[src/rtl/cpu_datapath_pkg.sv]
// Shared definitions for the single-cycle 16-bit CPU core: sizes, opcode
// constants, instruction field positions, the default program ROM and the
// hex-to-7-segment table.
package cpu_datapath_pkg;

  // Datapath sizing
  localparam int unsigned DATA_W     = 16;
  localparam int unsigned IMEM_DEPTH = 32;
  localparam int unsigned PC_W       = $clog2(IMEM_DEPTH);
  localparam int unsigned REG_N      = 8;
  localparam int unsigned REG_AW     = 3;
  localparam int unsigned OP_W       = 4;
  localparam int unsigned SEG_W      = 7;
  localparam int unsigned NIB_W      = 4;

  // Instruction field positions (lsb of each field) and widths
  localparam int unsigned OP_LO   = 12;
  localparam int unsigned RD_LO   = 9;
  localparam int unsigned RS_LO   = 6;
  localparam int unsigned RT_LO   = 3;
  localparam int unsigned IMM9_W  = 9;
  localparam int unsigned IMM6_W  = 6;
  localparam int unsigned ADDR_W  = 12;

  // Opcodes; 4'hC..4'hE decode as NOP
  localparam logic [OP_W-1:0] OP_NOP  = 4'h0;
  localparam logic [OP_W-1:0] OP_ADD  = 4'h1;
  localparam logic [OP_W-1:0] OP_SUB  = 4'h2;
  localparam logic [OP_W-1:0] OP_AND  = 4'h3;
  localparam logic [OP_W-1:0] OP_OR   = 4'h4;
  localparam logic [OP_W-1:0] OP_XOR  = 4'h5;
  localparam logic [OP_W-1:0] OP_SHL  = 4'h6;
  localparam logic [OP_W-1:0] OP_SHR  = 4'h7;
  localparam logic [OP_W-1:0] OP_LDI  = 4'h8;
  localparam logic [OP_W-1:0] OP_ADDI = 4'h9;
  localparam logic [OP_W-1:0] OP_BEQ  = 4'hA;
  localparam logic [OP_W-1:0] OP_JMP  = 4'hB;
  localparam logic [OP_W-1:0] OP_HALT = 4'hF;

  typedef logic [DATA_W-1:0] word_t;
  typedef logic [PC_W-1:0]   pc_t;

  // Register-format view of an instruction word
  typedef struct packed {
    logic [OP_W-1:0]   op;
    logic [REG_AW-1:0] rd;
    logic [REG_AW-1:0] rs;
    logic [REG_AW-1:0] rt;
    logic [2:0]        unused;
  } instr_t;

  // Default program; unlisted entries are NOP
  //  0 LDI r1,5   1 LDI r2,3   2 ADD r3,r1,r2   3 SUB r4,r1,r2
  //  4 AND r5,r1,r2   5 OR r6,r1,r2   6 ADDI r7,r7,1   7 JMP 6
  localparam word_t DEFAULT_ROM [IMEM_DEPTH] = '{
    0:       16'h8205,
    1:       16'h8403,
    2:       16'h1650,
    3:       16'h2850,
    4:       16'h3A50,
    5:       16'h4C50,
    6:       16'h9FC1,
    7:       16'hB006,
    default: 16'h0000
  };

  // Active-low segments, bit order {g,f,e,d,c,b,a}
  localparam logic [SEG_W-1:0] SEG_TABLE [16] = '{
    7'b1000000, 7'b1111001, 7'b0100100, 7'b0110000,
    7'b0011001, 7'b0010010, 7'b0000010, 7'b1111000,
    7'b0000000, 7'b0010000, 7'b0001000, 7'b0000011,
    7'b1000110, 7'b0100001, 7'b0000110, 7'b0001110
  };

  // Sign-extend the 6-bit immediate of an instruction to the datapath width
  function automatic word_t imm6_sx(input word_t instr);
    return {{(DATA_W-IMM6_W){instr[IMM6_W-1]}}, instr[IMM6_W-1:0]};
  endfunction

  // Zero-extend the 9-bit immediate of an instruction
  function automatic word_t imm9_zx(input word_t instr);
    return DATA_W'(instr[IMM9_W-1:0]);
  endfunction

endpackage

[src/rtl/cpu_datapath_if.sv]
// Board-facing I/O of the CPU core: the register-select switches and the
// four 7-segment digit outputs (seg0 = least significant nibble).
//   sw   : 3-bit register select, driven by the board (master)
//   seg* : active-low segment patterns, driven by the core (slave)
interface cpu_datapath_if import cpu_datapath_pkg::*; ();

  logic [REG_AW-1:0] sw;
  logic [SEG_W-1:0]  seg0;
  logic [SEG_W-1:0]  seg1;
  logic [SEG_W-1:0]  seg2;
  logic [SEG_W-1:0]  seg3;

  modport master (
    output sw,
    input  seg0, seg1, seg2, seg3
  );

  modport slave (
    input  sw,
    output seg0, seg1, seg2, seg3
  );

endinterface

[src/rtl/hex_to_7seg.sv]
// Combinational hex nibble to active-low 7-segment decoder.
//   hex : 4-bit value to show
//   seg : segment pattern {g,f,e,d,c,b,a}, 0 = lit
module hex_to_7seg import cpu_datapath_pkg::*; (
  input  logic [NIB_W-1:0] hex,
  output logic [SEG_W-1:0] seg
);

  assign seg = SEG_TABLE[hex];

endmodule

[src/rtl/cpu_datapath.sv]
// Single-cycle 16-bit CPU core with internal instruction ROM, an 8x16
// register file (r0 reads as zero) and an ALU. One instruction retires per
// rising clock edge; the register selected by io.sw is shown on four
// 7-segment digits, combinationally from the register file.
//   clk : system clock
//   rst : asynchronous active-low reset (clears PC and all registers)
//   io  : cpu_datapath_if.slave -- sw in, seg0..seg3 out
// Optional build macro CPU_DATAPATH_PC_DISPLAY_EN: sw=0 shows the PC
// (zero-extended) instead of r0.
module cpu_datapath import cpu_datapath_pkg::*; (
  input  logic           clk,
  input  logic           rst,
  cpu_datapath_if.slave  io
);

  pc_t    pc;
  pc_t    pc_nxt;
  word_t  regs [REG_N];

  word_t  instr_word;
  instr_t instr;
  word_t  rs_val;
  word_t  rt_val;
  word_t  rd_val;
  word_t  imm6;

  logic   wr_en;
  word_t  wr_data;

  word_t  disp_val;

  // Instruction fetch and operand read
  assign instr_word = DEFAULT_ROM[pc];
  assign instr      = instr_t'(instr_word);
  assign rs_val     = regs[instr.rs];
  assign rt_val     = regs[instr.rt];
  assign rd_val     = regs[instr.rd];
  assign imm6       = imm6_sx(instr_word);

  // Execute: ALU result, write enable and next PC
  always_comb begin
    wr_en   = 1'b0;
    wr_data = '0;
    pc_nxt  = pc + PC_W'(1);
    unique case (instr.op)
      OP_ADD:  begin wr_en = 1'b1; wr_data = rs_val + rt_val; end
      OP_SUB:  begin wr_en = 1'b1; wr_data = rs_val - rt_val; end
      OP_AND:  begin wr_en = 1'b1; wr_data = rs_val & rt_val; end
      OP_OR:   begin wr_en = 1'b1; wr_data = rs_val | rt_val; end
      OP_XOR:  begin wr_en = 1'b1; wr_data = rs_val ^ rt_val; end
      OP_SHL:  begin wr_en = 1'b1; wr_data = {rs_val[DATA_W-2:0], 1'b0}; end
      OP_SHR:  begin wr_en = 1'b1; wr_data = {1'b0, rs_val[DATA_W-1:1]}; end
      OP_LDI:  begin wr_en = 1'b1; wr_data = imm9_zx(instr_word); end
      OP_ADDI: begin wr_en = 1'b1; wr_data = rs_val + imm6; end
      OP_BEQ: begin
        // Truncating the sign-extended offset gives modulo-IMEM_DEPTH wrap
        if (rd_val == rs_val) pc_nxt = pc + PC_W'(1) + PC_W'(imm6);
      end
      OP_JMP:  pc_nxt = PC_W'(instr_word[ADDR_W-1:0]);
      OP_HALT: pc_nxt = pc;
      default: ;
    endcase
    // r0 is hardwired to zero
    if (instr.rd == '0) wr_en = 1'b0;
  end

  // PC and register file state
  always_ff @(posedge clk or negedge rst) begin
    if (!rst) begin
      pc <= '0;
      for (int i = 0; i < int'(REG_N); i++) regs[i] <= '0;
    end else begin
      pc <= pc_nxt;
      if (wr_en) regs[instr.rd] <= wr_data;
    end
  end

  // Display source select
  always_comb begin
    disp_val = regs[io.sw];
`ifdef CPU_DATAPATH_PC_DISPLAY_EN
    if (io.sw == '0) disp_val = DATA_W'(pc);
`endif
  end

  hex_to_7seg u_hex0 (.hex(disp_val[3:0]),   .seg(io.seg0));
  hex_to_7seg u_hex1 (.hex(disp_val[7:4]),   .seg(io.seg1));
  hex_to_7seg u_hex2 (.hex(disp_val[11:8]),  .seg(io.seg2));
  hex_to_7seg u_hex3 (.hex(disp_val[15:12]), .seg(io.seg3));

endmodule

[src/flat_wrapper.sv]
// flat-port wrapper written by rule: the top's interface ports become plain ports
module cpu_datapath_flat import cpu_datapath_pkg::*;
  (clk, rst, io_sw, io_seg0, io_seg1, io_seg2, io_seg3);
  cpu_datapath_if io_i ();
  input  logic clk;
  input  logic rst;
  input wire logic [$bits(io_i.sw)-1:0] io_sw;
  output wire logic [$bits(io_i.seg0)-1:0] io_seg0;
  output wire logic [$bits(io_i.seg1)-1:0] io_seg1;
  output wire logic [$bits(io_i.seg2)-1:0] io_seg2;
  output wire logic [$bits(io_i.seg3)-1:0] io_seg3;
  assign io_i.sw = io_sw;
  assign io_seg0 = io_i.seg0;
  assign io_seg1 = io_i.seg1;
  assign io_seg2 = io_i.seg2;
  assign io_seg3 = io_i.seg3;
  cpu_datapath u_core (.clk(clk), .rst(rst), .io(io_i));
endmodule
[config.mk]
export PLATFORM = sky130hd
export DESIGN_NAME = cpu_datapath_flat
export DESIGN_NICKNAME = d
export VERILOG_FILES = /design/src/rtl/cpu_datapath_pkg.sv /design/src/rtl/cpu_datapath_if.sv /design/src/rtl/hex_to_7seg.sv /design/src/rtl/cpu_datapath.sv /design/src/flat_wrapper.sv
export SDC_FILE = /design/constraint.sdc
export NUM_CORES = 1
export LEC_CHECK = 0
export CORE_UTILIZATION = 45
export DETAILED_ROUTE_END_ITERATION = 8
export HOLD_SLACK_MARGIN = 0.02
export PLACE_DENSITY = 0.67
export SLEW_MARGIN = 10
export SYNTH_ARGS = -nofsm -noshare
export SYNTH_HDL_FRONTEND = slang
export SYNTH_HIERARCHICAL = 1
export SYNTH_SLANG_ARGS = --single-unit
[constraint.sdc]
create_clock -name clk -period 7.3 [get_ports clk]
set_clock_uncertainty 0.2 [all_clocks]
set_input_delay 2.19 -clock clk [delete_from_list [all_inputs] [get_ports clk]]
set_output_delay 2.19 -clock clk [all_outputs]
set_load 0.02 [all_outputs]
# Word-level counts from Yosys, hierarchy flattened

Memory sizes are Yosys's and may differ from the RTL's.
Cells that the tools add are included.

Mux-type cells: 30
Equal/unequal tests: 13
$lt $le $gt $ge: 10
Add/subtract/negate cells: 5
Reductions and logical operators: 3
Bitwise logic cells: 12

Operators by type and width:

| cell                                                     | number |
|---|---|
| binary-select mux 16 bit (select 3 bit)                  | 4 |
| two-way mux 16 bit                                       | 11 |
| case mux 16 bit (9 select lines)                         | 1 |
| bitwise mux 128 bit                                      | 1 |
| two-way mux 7 bit                                        | 8 |
| demux 16 bit (select 3 bit)                              | 1 |
| adder 16 bit                                             | 2 |
| equality test 4 bit, second input constant               | 5 |
| greater-or-equal comparator 5 bit, second input constant | 4 |
| inverter 4 -> 5 bit                                      | 4 |
| bitwise AND 16 bit                                       | 1 |
| equality test 16 bit                                     | 1 |
| equality test 4 x 3 -> 1 bit, second input constant      | 4 |
| greater-or-equal comparator 4 bit, second input constant | 4 |
| inverter 3 -> 4 bit                                      | 4 |
| OR 16 bit                                                | 1 |
| subtractor 16 bit                                        | 1 |
| XOR 16 bit                                               | 1 |
| case mux 5 bit (3 select lines)                          | 1 |
| OR reduction 9 bit                                       | 1 |
| equality test 4 x 2 -> 1 bit, second input constant      | 2 |
| greater-or-equal comparator 6 bit, second input constant | 1 |
| inverter 5 -> 6 bit                                      | 1 |
| adder 5 x 1 -> 5 bit, second input constant              | 1 |
| 7 further kinds                                          | 8 |

Bits in registers: 133
Bits of input ports: 5
Bits in read-only memories: 960
Memories kept: 5

Memory list:

| name             | words | bits a word | rd ports | clocked after Yosys merged registers in | wr ports | RTL line           | source |
|---|---|---|---|---|---|---|---|
| (name not given) | 32    | 16          | 1        | 0                                       | 0        | cpu_datapath.sv:33 | `assign instr_word = DEFAULT_ROM[pc];` |
| (name not given) | 16    | 7           | 1        | 0                                       | 0        | hex_to_7seg.sv:9   | `assign seg = SEG_TABLE[hex];` |
| (name not given) | 16    | 7           | 1        | 0                                       | 0        | hex_to_7seg.sv:9   |  |
| (name not given) | 16    | 7           | 1        | 0                                       | 0        | hex_to_7seg.sv:9   |  |
| (name not given) | 16    | 7           | 1        | 0                                       | 0        | hex_to_7seg.sv:9   |  |

# Longest topological paths before layout

Gate-level depths: netlist of the first run.

Depth in word-level cells: 11
Gate-level depth with buffers: 22
Mapped depth without buffers: 20

# By module

Netlist of the first run, hierarchy kept.

Modules (own cells, without submodules):

| module                           | instances | area an instance (µm²) | cells an instance |
|---|---|---|---|
| cpu_datapath                     | 1         | 10291.1                | 1131 |
| hex_to_7seg at u_core.u_hex1 ... | 3         | 275.3                  | 32 |
| hex_to_7seg at u_core.u_hex0     | 1         | 274.0                  | 33 |

# Worst setup path after synthesis of the first run

OpenSTA, ideal clock, no wires.

Kind: input to output
Start point: input io_sw[0]
End point: output io_seg1[0]
Required time: 4.910 ns
Setup slack: -0.010 ns
Stages: 9
Data arrival time: 4.920 ns
Path buffers: 2
Cell sequence: clkbuf_1 -> buf_1 -> mux4_2 -> mux2_2 -> inv_1 -> ha_1 -> and2b_2 -> or3b_1 -> o21ai_0

Word-level cells in the longest chain between the ends: 8

RTL lines:

| item                                                   | RTL line           | source |
|---|---|---|
| start, declared                                        | flat_wrapper.sv:7  | `input wire logic [$bits(io_i.sw)-1:0] io_sw;` |
| inverter 3 -> 4 bit (not written as such)              | cpu_datapath.sv:80 | `disp_val = regs[io.sw];` |
| binary-select mux 16 bit (select 3 bit)                | cpu_datapath.sv:80 |  |
| two-way mux 16 bit (not written as such) (2 in series) | cpu_datapath.sv:80 |  |
| net u_core.disp_val[5]                                 | cpu_datapath.sv:30 | `word_t disp_val;` |
| inverter 4 -> 5 bit (not written as such)              | hex_to_7seg.sv:9   |  |
| memory read (16 x 7 bit)                               | --                 |  |
| two-way mux 7 bit (not written as such) (2 in series)  | hex_to_7seg.sv:9   |  |
| end, declared                                          | flat_wrapper.sv:9  | `output wire logic [$bits(io_i.seg1)-1:0] io_seg1;` |

The timed path passes the listed nets, and every way through them passes these cells. The select of a mux whose other input is x is not followed.

# Worst setup path in the final report of the first run

Start point: input io_sw[1]
End point: output io_seg2[3]

Word-level cells in the longest chain between the ends: 8

RTL lines:

| item                                                   | RTL line           | source |
|---|---|---|
| inverter 3 -> 4 bit (not written as such)              | cpu_datapath.sv:80 |  |
| binary-select mux 16 bit (select 3 bit)                | cpu_datapath.sv:80 |  |
| two-way mux 16 bit (not written as such) (2 in series) | cpu_datapath.sv:80 |  |
| net u_core.disp_val[8]                                 | cpu_datapath.sv:30 |  |
| inverter 4 -> 5 bit (not written as such)              | hex_to_7seg.sv:9   |  |
| memory read (16 x 7 bit)                               | --                 |  |
| two-way mux 7 bit (not written as such) (2 in series)  | hex_to_7seg.sv:9   |  |
| end, declared                                          | flat_wrapper.sv:10 | `output wire logic [$bits(io_i.seg2)-1:0] io_seg2;` |

The timed path passes the listed nets, and every way through them passes these cells. The select of a mux whose other input is x is not followed.

==> results.cfg, run 1 <==
[pwr]
power_density_nw_per_um2 = 136
power_w = 0.00175
peakVddDrop_v = 0.000122
p_leak_nw = 5.63

[die]
die_h_um = 161
die_w_um = 161
fp.dieArea_um2 = 26000
num_rows = 57
fp.coreArea_um2 = 24600
start_util_pct = 46.3
io_pins = 33

[detailed_routing]
firstDrtPassIters = 6
drt-vias-per-instance = 6.21
wl_per_cell_um = 20.8
drc = 0
drt_iter0_drc = 906
wl_mm = 33.7
antenna_left = 0
vias = 10100

[min_path]
hold_class = reg -> reg
hold_depth = 0
holdCritStartpoint = u_core/regs[117]$_DFFE_PN0P_
min_to = u_core/regs[117]$_DFFE_PN0P_

[clocking]
path_clk_slew_ps = 60
cts_made_buffers = 17
cts.path.max_buffers = 2
clkSinkCount = 133
clock_latency_ps = 440
cts-htree-levels = 4
root_buffer = clkbuf_16
postCtsSetupBuffers = 0
cts_tree = built

[worst_setup_path]
reg2reg_to = u_core/regs[79]$_DFFE_PN0P_
crit_path_end_kind = output pin
start_kind = input port
cp_slowest_stage_delay_ps = 510
cp_max_fo = 11
worstPathArrival_ps = 4810
ff2ff_setup_slack_ps = 1060
r2r_start = u_core/pc[2]$_DFFE_PN0P_
crit_top_cell = inv_1
reg2reg_depth = 19
required_ps = 4910
worstSetupPathType = in -> out
cp_cell_sequence = clkdlybuf4s50_1 -> buf_12 -> buf_4 -> mux4_2 -> mux2_2 -> inv_1 -> ha_1 -> inv_1 -> mux4_1 -> dlygate4sd2_1
cp_slowest_cell = clkdlybuf4s50_1

[sta]
slew_viol_final = 0
maxSlewHeadroom_pct = 25.8
period_needed_ps = 7200
layout_setup_ws_ps = 96.8
min_period_over_period_pct = 98.7
final-setup-viol-count = 0
final-hold-violation-count = 0
hold_ws_ps = 251
fmax_ghz = 0.139
rsz0062_at_grt = false
tightest_slew_ps = 1110

[run_status]
status = finished clean

[logic_synthesis]
syn_nets = 1350
synth_edf_count = 0
yosysUniqueCellTypes = 67
synth-main-ff-cell = dfrtp_1
ys_async_sr_fraction_pct = 100
synth.yosys.seq_area_share_pct = 29.2
netlist_instances = 1260
syn_area_um2 = 11400
syn_avg_cell_area_um2 = 9.04
synth_seq_cells = 133
ys_warn_count = 6

[placement]
place.gp.congestion = 0.908
hpwl_mm = 22.9
port_buffers = 32
place_ws_ps = -192

[grt]
grt_pass1_vias = 9628
grtUsageTotal_pct = 26.5
grt_pass1_wl_mm = 53.7
overflow = 0
antenna_found_initial = 0
grt_max_degree = 89

[finish]
nets = 1373
layout-drive-gt1-share_pct = 16.7
syn_to_final_growth_pct = 12.7
diodes = 0

[run]
max_cap_viol_count = 0
how the worst max path moves through the flow:
stage / from / to / slack [ps] / depth (start not counted)
after floorplan: io_sw[0] / io_seg1[0] / 270 / 9
after global placement: io_sw[1] / io_seg2[0] / -150 / 10
after detailed placement: io_sw[1] / io_seg1[0] / -190 / 11
after CTS: io_sw[1] / io_seg2[6] / 2 / 9
after global routing: io_sw[1] / io_seg2[3] / 6 / 10
final: io_sw[1] / io_seg2[3] / 100 / 10
cell usage in the layout, fill, tap and decap left out, types with 9 or more instances in the layout:
cell type and instances:
o21ai_0 45, nand3_1 38, nand2_1 118, dlygate4sd2_1 15, nor2_1 141, inv_1 48
a21oi_1 119, nand4_1 14, a221oi_1 11, mux4_2 33, dfrtp_1 133, a32oi_1 11
dlymetal6s2s_1 9, mux2i_1 87, buf_4 65, mux2_2 44, o22ai_1 10, clkbuf_16 17
ha_1 83, a21o_1 15, xnor2_1 22, a22oi_1 18, nor3_1 17, a31oi_1 13
cell type report:
class,instances,area [um2]
Fill cell,2249,11800
Multi-Input combinational cell,981,7430
Sequential cell,133,3330
Timing Repair Buffer,101,870
Clock buffer,19,433
Tap cell,324,405
Inverter,49,184
Clock inverter,12,179
cells in the mapped netlist (all sizes together) (7+ instances only):
| library cell | n | area, um2 |
|---|---|---|
| nor2 | 144 | 541 |
| dfrtp | 133 | 3330 |
| a21oi | 121 | 609 |
| nand2 | 118 | 443 |
| mux2i | 95 | 990 |
| ha | 83 | 1040 |
| clkbuf | 59 | 221 |
| inv | 49 | 184 |
| o21ai | 46 | 234 |
| mux2 | 45 | 510 |
| nand3 | 39 | 195 |
| buf | 38 | 278 |
| mux4 | 37 | 848 |
| nor3 | 23 | 131 |
| xnor2 | 22 | 193 |
| a22oi | 18 | 135 |
| a21o | 15 | 113 |
| nand4 | 14 | 87.6 |
| a31oi | 13 | 81.3 |
| a221oi | 11 | 96.3 |
| a32oi | 11 | 96.3 |
| o22ai | 10 | 62.6 |
| a22o | 7 | 61.3 |
| a32o | 7 | 70.1 |
| xor2 | 7 | 61.3 |
where the power goes:
part | switching, W | total (W) | leakage (nW) | internal [W]
logic | 0.0000571 | 0.000102 | 3.55 | 0.0000444
registers | 0 | 0.000737 | 1.78 | 0.000737
clock network | 0.000340 | 0.000910 | 0.301 | 0.000570
total | 0.000397 | 0.00175 | 5.63 | 0.00135
state kept, by name, indices dropped and copies added, names as in the netlist:
| register | cells |
|---|---|
| u_core/regs | 128 |
| u_core/pc | 5 |
through the flow:
step	setup TNS, ps	utilization [%]	std cells	instance area (um2)
after floorplan	0	-	1260	11400
after global placement	-689	49.7	1588	12200
after detailed placement	-1090	49.7	1588	12200
after CTS	0	52.1	1619	12800
after global routing	0	52.2	1619	12800
final	0	52.2	1619	12800
kinds of logic after synthesis:
family          share of synthesized area, %
xor+xnor                                2.23
buf+inv                                 6.00
mux                                     20.6
compound gates                          16.5
flops                                   29.2
simple gates                            16.0
fa+ha+maj                               9.47
per-layer routing:
metal / track usage (%) / wire, um / vias up
met1: 35.8 / 14500 / 4902
li1: - / - / 4635
met5: 0 / 0 / -
met4: 9.69 / 953 / 0
met2: 42.6 / 15600 / 442
met3: 4.47 / 2640 / 80
critical path, delay by kind of cell:
| family | cells | cell delay [ps] |
|---|---|---|
| buffers and inverters | 6 | 1400 |
| adders and majority gates | 1 | 150 |
| muxes | 3 | 1070 |
timing repair:
action                     CTS  global route
hold buffers                 0             0
setup endpoints to repair   18            13
resized for setup           18            18
Note: power is estimated with default switching activity, not from simulation.
==> run 2: changes to the inputs <==
--- a/config.mk
+++ b/config.mk
@@ -7,7 +7,6 @@
 export LEC_CHECK = 0
 export CORE_UTILIZATION = 45
 export DETAILED_ROUTE_END_ITERATION = 8
-export HOLD_SLACK_MARGIN = 0.02
 export PLACE_DENSITY = 0.67
 export SLEW_MARGIN = 10
 export SYNTH_ARGS = -nofsm -noshare
==> results of run 2 <==
Final layout, timing and power as in run 1 (identical DEF).
==> run 3: changes to the inputs <==
--- a/config.mk
+++ b/config.mk
@@ -13,3 +13,4 @@
 export SYNTH_HDL_FRONTEND = slang
 export SYNTH_HIERARCHICAL = 1
 export SYNTH_SLANG_ARGS = --single-unit
+export TNS_END_PERCENT = 100
==> results of run 3 <==
Final layout, timing and power as in run 1 (identical DEF).
